**src/rtl/regfile_pkg.sv**
```systemverilog
// Shared definitions for the register file with scoreboard: default zero-register
// index, register index type and the reset contents of the storage array.
package regfile_pkg;

  localparam int ZERO_REG_DEF = 31;
  localparam int NREGS_DEF    = 32;
  localparam int AW_DEF       = $clog2(NREGS_DEF);

  typedef logic [AW_DEF-1:0] regidx_t;

  // Each register powers up holding its own index; the caller forces the zero register.
  function automatic logic [63:0] init_val(input int unsigned i);
    return 64'(i);
  endfunction

endpackage

```
**src/rtl/regfile_scoreboard.sv**
```systemverilog
// Busy-bit scoreboard: tracks registers with an outstanding scheduled write and
// gates issue on WAW hazards and on the outstanding-write limit.
module regfile_scoreboard #(
  parameter int NREGS    = 32,
  parameter int ZERO_REG = 31,
  parameter int MAX_PEND = 4,
  parameter int AW       = $clog2(NREGS),
  parameter int CW       = $clog2(MAX_PEND + 1)
) (
  input  logic             clk,
  input  logic             reset,
  input  logic             iss_valid,
  input  logic [AW-1:0]    iss_dst,
  input  logic             we,
  input  logic [AW-1:0]    wa,
  output logic [NREGS-1:0] busy_vec,
  output logic             iss_ready,
  output logic [CW-1:0]    pend_cnt
);

  logic [NREGS-1:0] busy_q, busy_d;
  logic [CW-1:0]    pend_q, pend_d;
  logic             dst_zero, waw, room, acc, clr;

  assign dst_zero = iss_dst == AW'(ZERO_REG);
  assign clr      = we && busy_q[wa];
  // A writeback retiring the destination in the same cycle resolves the WAW hazard.
  assign waw      = busy_q[iss_dst] && !(we && wa == iss_dst);
  assign room     = (pend_q < CW'(MAX_PEND)) || clr;
  assign iss_ready = dst_zero || (!waw && room);
  assign acc      = iss_valid && iss_ready && !dst_zero;

  always_comb begin
    busy_d = busy_q;
    pend_d = pend_q;
    if (clr) busy_d[wa] = 1'b0;
    if (acc) busy_d[iss_dst] = 1'b1;  // set after clear: new producer owns the register
    if (acc && !clr && pend_q != CW'(MAX_PEND))
      pend_d = pend_q + 1'b1;
    else if (!acc && clr && pend_q != '0)
      pend_d = pend_q - 1'b1;
  end

  always_ff @(posedge clk or posedge reset) begin
    if (reset) begin
      busy_q <= '0;
      pend_q <= '0;
    end else begin
      busy_q <= busy_d;
      pend_q <= pend_d;
    end
  end

  assign busy_vec = busy_q;
  assign pend_cnt = pend_q;

endmodule

```
**src/rtl/regfile_sb.sv**
```systemverilog
// Multi-read-port register file with optional write-first bypass, a hardwired
// zero register and an integrated scoreboard for RAW/WAW hazard tracking.
module regfile_sb
  import regfile_pkg::*;
#(
  parameter int WIDTH    = 64,
  parameter int NREGS    = 32,
  parameter int NRD      = 2,
  parameter int ZERO_REG = ZERO_REG_DEF,
  parameter int MAX_PEND = 4,
  parameter int BYPASS   = 1,
  localparam int AW      = $clog2(NREGS),
  localparam int CW      = $clog2(MAX_PEND + 1)
) (
  input  logic                 clk,
  input  logic                 reset,
  input  logic [NRD*AW-1:0]    ra,
  output logic [NRD*WIDTH-1:0] rd,
  output logic [NRD-1:0]       rd_busy,
  input  logic                 we,
  input  logic [AW-1:0]        wa,
  input  logic [WIDTH-1:0]     wd,
  input  logic                 iss_valid,
  input  logic [AW-1:0]        iss_dst,
  output logic                 iss_ready,
  output logic [CW-1:0]        pend_cnt
);

  logic [WIDTH-1:0] regs_q [NREGS];
  logic [WIDTH-1:0] regs_d [NREGS];
  logic [NREGS-1:0] busy_vec;

  always_comb begin
    regs_d = regs_q;
    if (we && wa != AW'(ZERO_REG)) regs_d[wa] = wd;
  end

  always_ff @(posedge clk or posedge reset) begin
    if (reset) begin
      for (int i = 0; i < NREGS; i++)
        regs_q[i] <= (i == ZERO_REG) ? '0 : WIDTH'(init_val(i));
    end else begin
      regs_q <= regs_d;
    end
  end

  for (genvar k = 0; k < NRD; k++) begin : g_rd
    logic [AW-1:0] a;
    logic          zero, hit;
    assign a    = ra[k*AW +: AW];
    assign zero = a == AW'(ZERO_REG);
    assign hit  = (BYPASS != 0) && we && (wa == a);
    assign rd[k*WIDTH +: WIDTH] = zero ? '0 : (hit ? wd : regs_q[a]);
    // A forwarded value is already available, so it no longer counts as pending.
    assign rd_busy[k] = !zero && !hit && busy_vec[a];
  end

  regfile_scoreboard #(
    .NREGS(NREGS), .ZERO_REG(ZERO_REG), .MAX_PEND(MAX_PEND), .AW(AW), .CW(CW)
  ) u_sb (
    .clk      (clk),
    .reset    (reset),
    .iss_valid(iss_valid),
    .iss_dst  (iss_dst),
    .we       (we),
    .wa       (wa),
    .busy_vec (busy_vec),
    .iss_ready(iss_ready),
    .pend_cnt (pend_cnt)
  );

endmodule

```
**config.mk**
```make
export PLATFORM = sky130hd
export DESIGN_NAME = regfile_sb
export DESIGN_NICKNAME = d
export VERILOG_FILES = /design/src/rtl/regfile_pkg.sv /design/src/rtl/regfile_scoreboard.sv /design/src/rtl/regfile_sb.sv
export SDC_FILE = /design/constraint.sdc
export NUM_CORES = 2
export LEC_CHECK = 0
export BUFFER_PORTS_ARGS = -buffer_cell sky130_fd_sc_hd__buf_2
export CELL_PAD_IN_SITES_DETAIL_PLACEMENT = 1
export CELL_PAD_IN_SITES_GLOBAL_PLACEMENT = 2
export CORE_AREA = 10 10 494 496
export CTS_BUF_LIST = sky130_fd_sc_hd__clkbuf_2
export CTS_CLUSTER_SIZE = 14
export DETAILED_ROUTE_END_ITERATION = 7
export DIE_AREA = 0 0 504 506
export GPL_ROUTABILITY_DRIVEN = 0
export PLACE_DENSITY_LB_ADDON = 0.2
export SLEW_MARGIN = 40
export SYNTH_ARGS = -nofsm -noshare
export SYNTH_HDL_FRONTEND = slang
export SYNTH_HIERARCHICAL = 1
export SYNTH_SLANG_ARGS = --single-unit
```
**constraint.sdc**
```tcl
create_clock -name clk -period 91.6 [get_ports clk]
set_input_delay 9.16 -clock clk [delete_from_list [all_inputs] [get_ports clk]]
set_output_delay 9.16 -clock clk [all_outputs]
set_load 0.05 [all_outputs]
```
# Word level (Yosys, flattened, before mapping)
# Cells that the tools add are included.
# op_classes
addsub	2
magnitude_cmp	11
n_eq_ne	8
muxes	29
bitwise	6
reduce_logical	33
# ops
op	count
$bwmux 2048	1
$bmux 64 s5	2
$mux 64	9
$demux 64 s5	1
$mux 32	2
$and 32x32->32	1
$not 32->32	1
$or 32x32->32	1
$lt 5x6->1 const B	4
$bmux 1 s5	4
$logic_and 1x1->1	20
$ge 6x6->1 const B	3
$not 5->6	3
$eq 5x5->1	3
$eq 5x5->1 const B	3
$demux 1 s5	2
$ge 5x1->1 const B	2
$logic_not 1->1	9
$lt 6x1->1 const B	1
$mux 1	6
$mux 3	2
$ne 5x5->1 const B	1
$add 3x1->3 const B	1
$lt 3x3->1 const B	1
other kinds (5)	6
# word_totals
regBits	2083
out_inout_bits	134

# Depth between registers and ports, before layout
# depth
word_depth	14
depth_mapped	11
ltp_nobuf	9

# Hierarchy
# The synthesis kept the hierarchy.
# modules_own_cells
mod	instances	cells_per_inst	area_each_um2	seq_area_each_um2
regfile_sb	1	7482	109378.7	51343.0
regfile_scoreboard	1	264	2567.5	875.8

# Worst setup path after synthesis
# No wires, ideal clock.
# synth_path
kind	input -> output
from	input port ra[2]
to	output port rd[31]
arrival_ns	11.550
path_slack_ns	70.890
path_stages	9
path_buffers	4
cell_sequence	buf_2 -> or2_2 -> clkbuf_1 -> clkbuf_1 -> clkbuf_1 -> o22ai_1 -> nand2_1 -> nand4_1 -> o31ai_1
# synth_via
elab_chain_len	6
elab_cells_between_ends	9
# synth_lines
item	line	source
start: declaration	regfile_sb.sv:17	input logic [NRD*AW-1:0] ra,
$not 5->6 (not written as such)	regfile_sb.sv:53	assign rd[k*WIDTH +: WIDTH] = zero ? '0 : (hit ? wd : regs_q[a]);
$bmux 64 s5	regfile_sb.sv:53	
$mux 64 (not written as such) (2 in a row)	regfile_sb.sv:53	
$mux 64	regfile_sb.sv:53	
$mux 64 *	regfile_sb.sv:53	
end: declaration	regfile_sb.sv:18	output logic [NRD*WIDTH-1:0] rd,
# Mark *: on every way between the ends. The rest lies on a longest branch, timed or not. The select of a mux whose other input is x is not followed.

# Worst setup path in the final report
# layout_path
from	input port ra[1]
to	output port rd[8]
# The elaborated chain is that of the path after synthesis.

==> summary.md <==
| Metric | Value |
|---|---|
| Most used flip-flop cell after synthesis | `dfrtp_1` |
| Initial Utilization | `47.8%` |
| Total negative slack | `0 ns` |
| Reg-to-reg endpoint | `u_sb/pend_cnt[2]$_DFFE_PP0P_` |
| Fin Hold WS | `between 0.4 and 0.5 ns` |
| Switching Power | `between 0.8 and 0.9 mW` |
| Global-route wire length before repair | `approximately 610,000 um` |
| I/O Pins | `222` |
| Clk_skew | `between 0.1 and 0.15 ns` |
| Hold Crit Class | `reg2reg` |
| Max Cap Viol | `0` |
| Dpl cells | `10.4k` |
| Nets@finish | `~8.0k` |
| DR vias/cell | `6.83` |
| Most frequent cells in the layout | `dfrtp_1 (2,008), mux2_2 (2,004), clkbuf_2 (873)` |
| Hold buffers post-CTS | `0` |
| Power density over cell area | `21.0 nW/um^2` |
| CTS resizes | `0` |
| Bufs on Longest Clock Path | `4` |
| Total global-route track usage | `between 30% and 40%` |
| DPL Wire Length | `230,000 um` |
| Initial antenna violation count | `34` |
| Peak supply drop | `0.0000125 V` |
| Post-placement cell area | `about 120,000 um^2` |
| Synth Cell Area | `112,000 um^2` |
| PortBufs | `221` |
| EDFF count, synth | `0` |
| Fmax | `43.0 MHz` |
| Final WL | `421,000 um` |
| Final non-filler cell area | `121,000 um^2` |
| Final std cells w/o fill | `11.5k` |
| Status | `finished, final reports clean` |
| Core Region | `~230,000 um^2` |
| Drt drc | `0` |
| Minimum clock period | `23.23 ns` |
| CP Max Fanout | `65` |
| CP Data Required Time | `approximately 82 ns` |
| H-tree depth | `6` |
| WS Path Type | `in2out` |
| Leakage Power | `53.3 nW` |
| Crit. End Element | `primary output` |
| Combinational cell fraction of total power | `23.4%` |
| Register area | `about 52,000 um^2` |
| Worst R2R Path Depth | `9` |
| Setup crit start | `ra[1]` |
| Syn Inst Count | `~7.7k` |
| Area Overhead vs Synth | `8.13%` |
| Number of buffers created by CTS | `594` |
| DR iter-0 viols | `between 7k and 8k` |
| CTS tree | `done` |
| Rel. slew slack | `19.4%` |
| Total grt overflow | `0` |
| CP Launch Type | `primary input` |
| Worst-Margin Slew | `1.21 ns` |
| Die W | `504 um` |
| Clk sink count | `2,083` |
| Clk slew on worst S/H paths | `0.07 ns` |
| Die area | `between 200,000 and 300,000 um^2` |
| Crit path DAT | `roughly 14 ns` |
| Sequential share of power | `between 40% and 50%` |
| Area of the multi-input gates | `55,900 um^2` |
| RSZ-0062 raised after global routing | `no` |
| Synth async-reset ratio | `100%` |
| Most common cell after layout, fill and taps aside | `dfrtp_1` |
| Synth cell types | `78` |
| Reg-to-reg startpoint | `u_sb/busy_vec[6]$_DFF_PP0_` |
| Fin util | `about 52%` |
| Largest net degree at the start of global routing | `159` |
| Clock share of power | `27.9%` |
| ANT nets after route | `0` |
| Pins Over Slew Limit | `0` |
| Worst Hold Path EP | `regs_q[11]$_DFFE_PP0P_` |
| Post-CTS Setup Inserts | `0` |
| Vias in the first global route | `83.4k` |
| Clock latency on the worst-skew pair | `1.89 ns` |
| Tcrit/Tclk final | `25.4%` |
| WL per Instance | `between 30 and 40 um` |
| Post-synthesis net count | `7,835` |
| Synth warn | `6` |
| DR pass1 iterations | `6` |
| Hold-critical path depth | `0` |
| Final Hold Viols | `0` |
| Syn_area_per_cell | `about 14 um^2` |
| Internal reg-to-reg setup slack | `88.48 ns` |
| Switching Fraction | `33.0%` |
| Layout fillers | `~23k` |
| CTS Root Cell | `clkbuf_2` |
| Die height | `506 um` |
| Seq/Total Area, Yosys | `46.6%` |
| Layout cells sized above 1 | `52.5%` |
| Worst hold start | `regs_q[11]$_DFFE_PP0P_` |
| Number of synthesized register bits | `~2.1k` |
| Finish-stage setup viols | `0` |
| Pint | `1.70 mW` |
| Site row count | `178` |
| Via count of the routed design | `78.2k` |
==> power groups by stage <==
stage,Combinational [mW],Clock [mW],Sequential (mW)
6_report,0.595,0.710,1.24
5_1_grt,0.632,0.778,1.26
4_1_cts,0.594,0.726,1.23
3_5_place_dp,0.592,0,1.25
3_3_place_gp,0.573,0,1.23
2_1_floorplan,0.466,0,1.21
==> final cells by class <==
class,count,share of cell area (%)
inverter,11,0.0465
multi-input combinational,4744,46.2
clock inverter,153,0.732
sequential,2083,43.1
clock buffer,873,3.61
timing repair buffer,430,2.97
tap,3150,3.26
antenna,16,0.0331
==> routing by layer <==
| metal | vias to the layer above | track usage (%) | share of wire (%) |
|---|---|---|---|
| met5 | - | 0 | 0.025 |
| met4 | 14 | 14.7 | 4.7 |
| met3 | 1037 | 6.40 | 7.7 |
| met2 | 3772 | 50.6 | 47 |
| met1 | 42800 | 43.0 | 41 |
| li1 | 30600 | - | - |
==> synthesized netlist by cell type (15+ instances only) <==
cell type | instances | area [um^2]
a22oi_1 | 200 | 1500
mux2_1 | 40 | 450
a221o_1 | 19 | 190
a21oi_1 | 124 | 621
o21ai_0 | 74 | 370
nor2b_1 | 15 | 93.8
clkbuf_1 | 464 | 1740
a221oi_1 | 27 | 236
buf_2 | 320 | 1600
nand3_1 | 19 | 95.1
nor4_1 | 28 | 175
dfstp_2 | 75 | 1970
buf_6 | 24 | 270
a211oi_1 | 72 | 541
nor2_1 | 100 | 375
buf_4 | 42 | 315
o22ai_1 | 175 | 1090
mux4_2 | 839 | 18900
nand2_1 | 179 | 672
a32o_1 | 85 | 851
buf_1 | 44 | 165
mux2_2 | 2004 | 22600
mux2i_1 | 404 | 4040
nor3_1 | 51 | 255
dfrtp_1 | 2008 | 50200
o221ai_1 | 75 | 657
==> critical path: stages <==
cell     delay (ns)
buf_8          0.41
buf_4          0.61
buf_4          0.77
buf_12         0.50
buf_16         0.40
mux4_2         0.39
a22oi_1        0.41
a21oi_1        0.16
nor3_1         0.54
nor2_1         0.11
buf_2          0.24
==> sequential cells by signal, summed over array words and instances (netlist names) <==
| register | flops |
|---|---|
| u_sb/busy_vec | 32 |
| regs_q | 2048 |
| u_sb/pend_cnt | 3 |
==> worst max path at each step <==
| stage | depth (start not counted) | slack, ns | endpoint |
|---|---|---|---|
| after detailed placement | 11 | 67.77 | rd[75] |
| after global routing | 11 | 68.06 | rd[39] |
| after floorplan | 1 | 24.71 | regs_q[0]$_DFFE_PP0P_ |
| after CTS | 11 | 67.79 | rd[75] |
| final | 11 | 68.37 | rd[8] |
| after global placement | 11 | 67.77 | rd[56] |
==> stage by stage <==
| step | total power, mW | setup WS, ns |
|---|---|---|
| after detailed placement | 1.84 | 67.77 |
| final | 2.54 | 68.37 |
| after global placement | 1.81 | 67.77 |
| after CTS | 2.55 | 67.79 |
| after floorplan | 1.68 | 24.71 |
| after global routing | 2.67 | 68.06 |
==> kinds of logic (layout without fill, tap and decap cells) <==
group	Yosys count	after routing	share of synthesized area [%]
AO/OA/AOI/OAI	940	940	6.12
XOR/XNOR	15	15	0.117
adder cells (fa/ha/maj)	1	1	0.0179
buffers and inverters	919	1467	3.88
flip-flops	2083	2083	46.6
multiplexers	3287	3287	41.1
other	0	16	0
AND/OR/NAND/NOR	501	501	2.17
No activity file was read; power rests on OpenSTA's default activity.
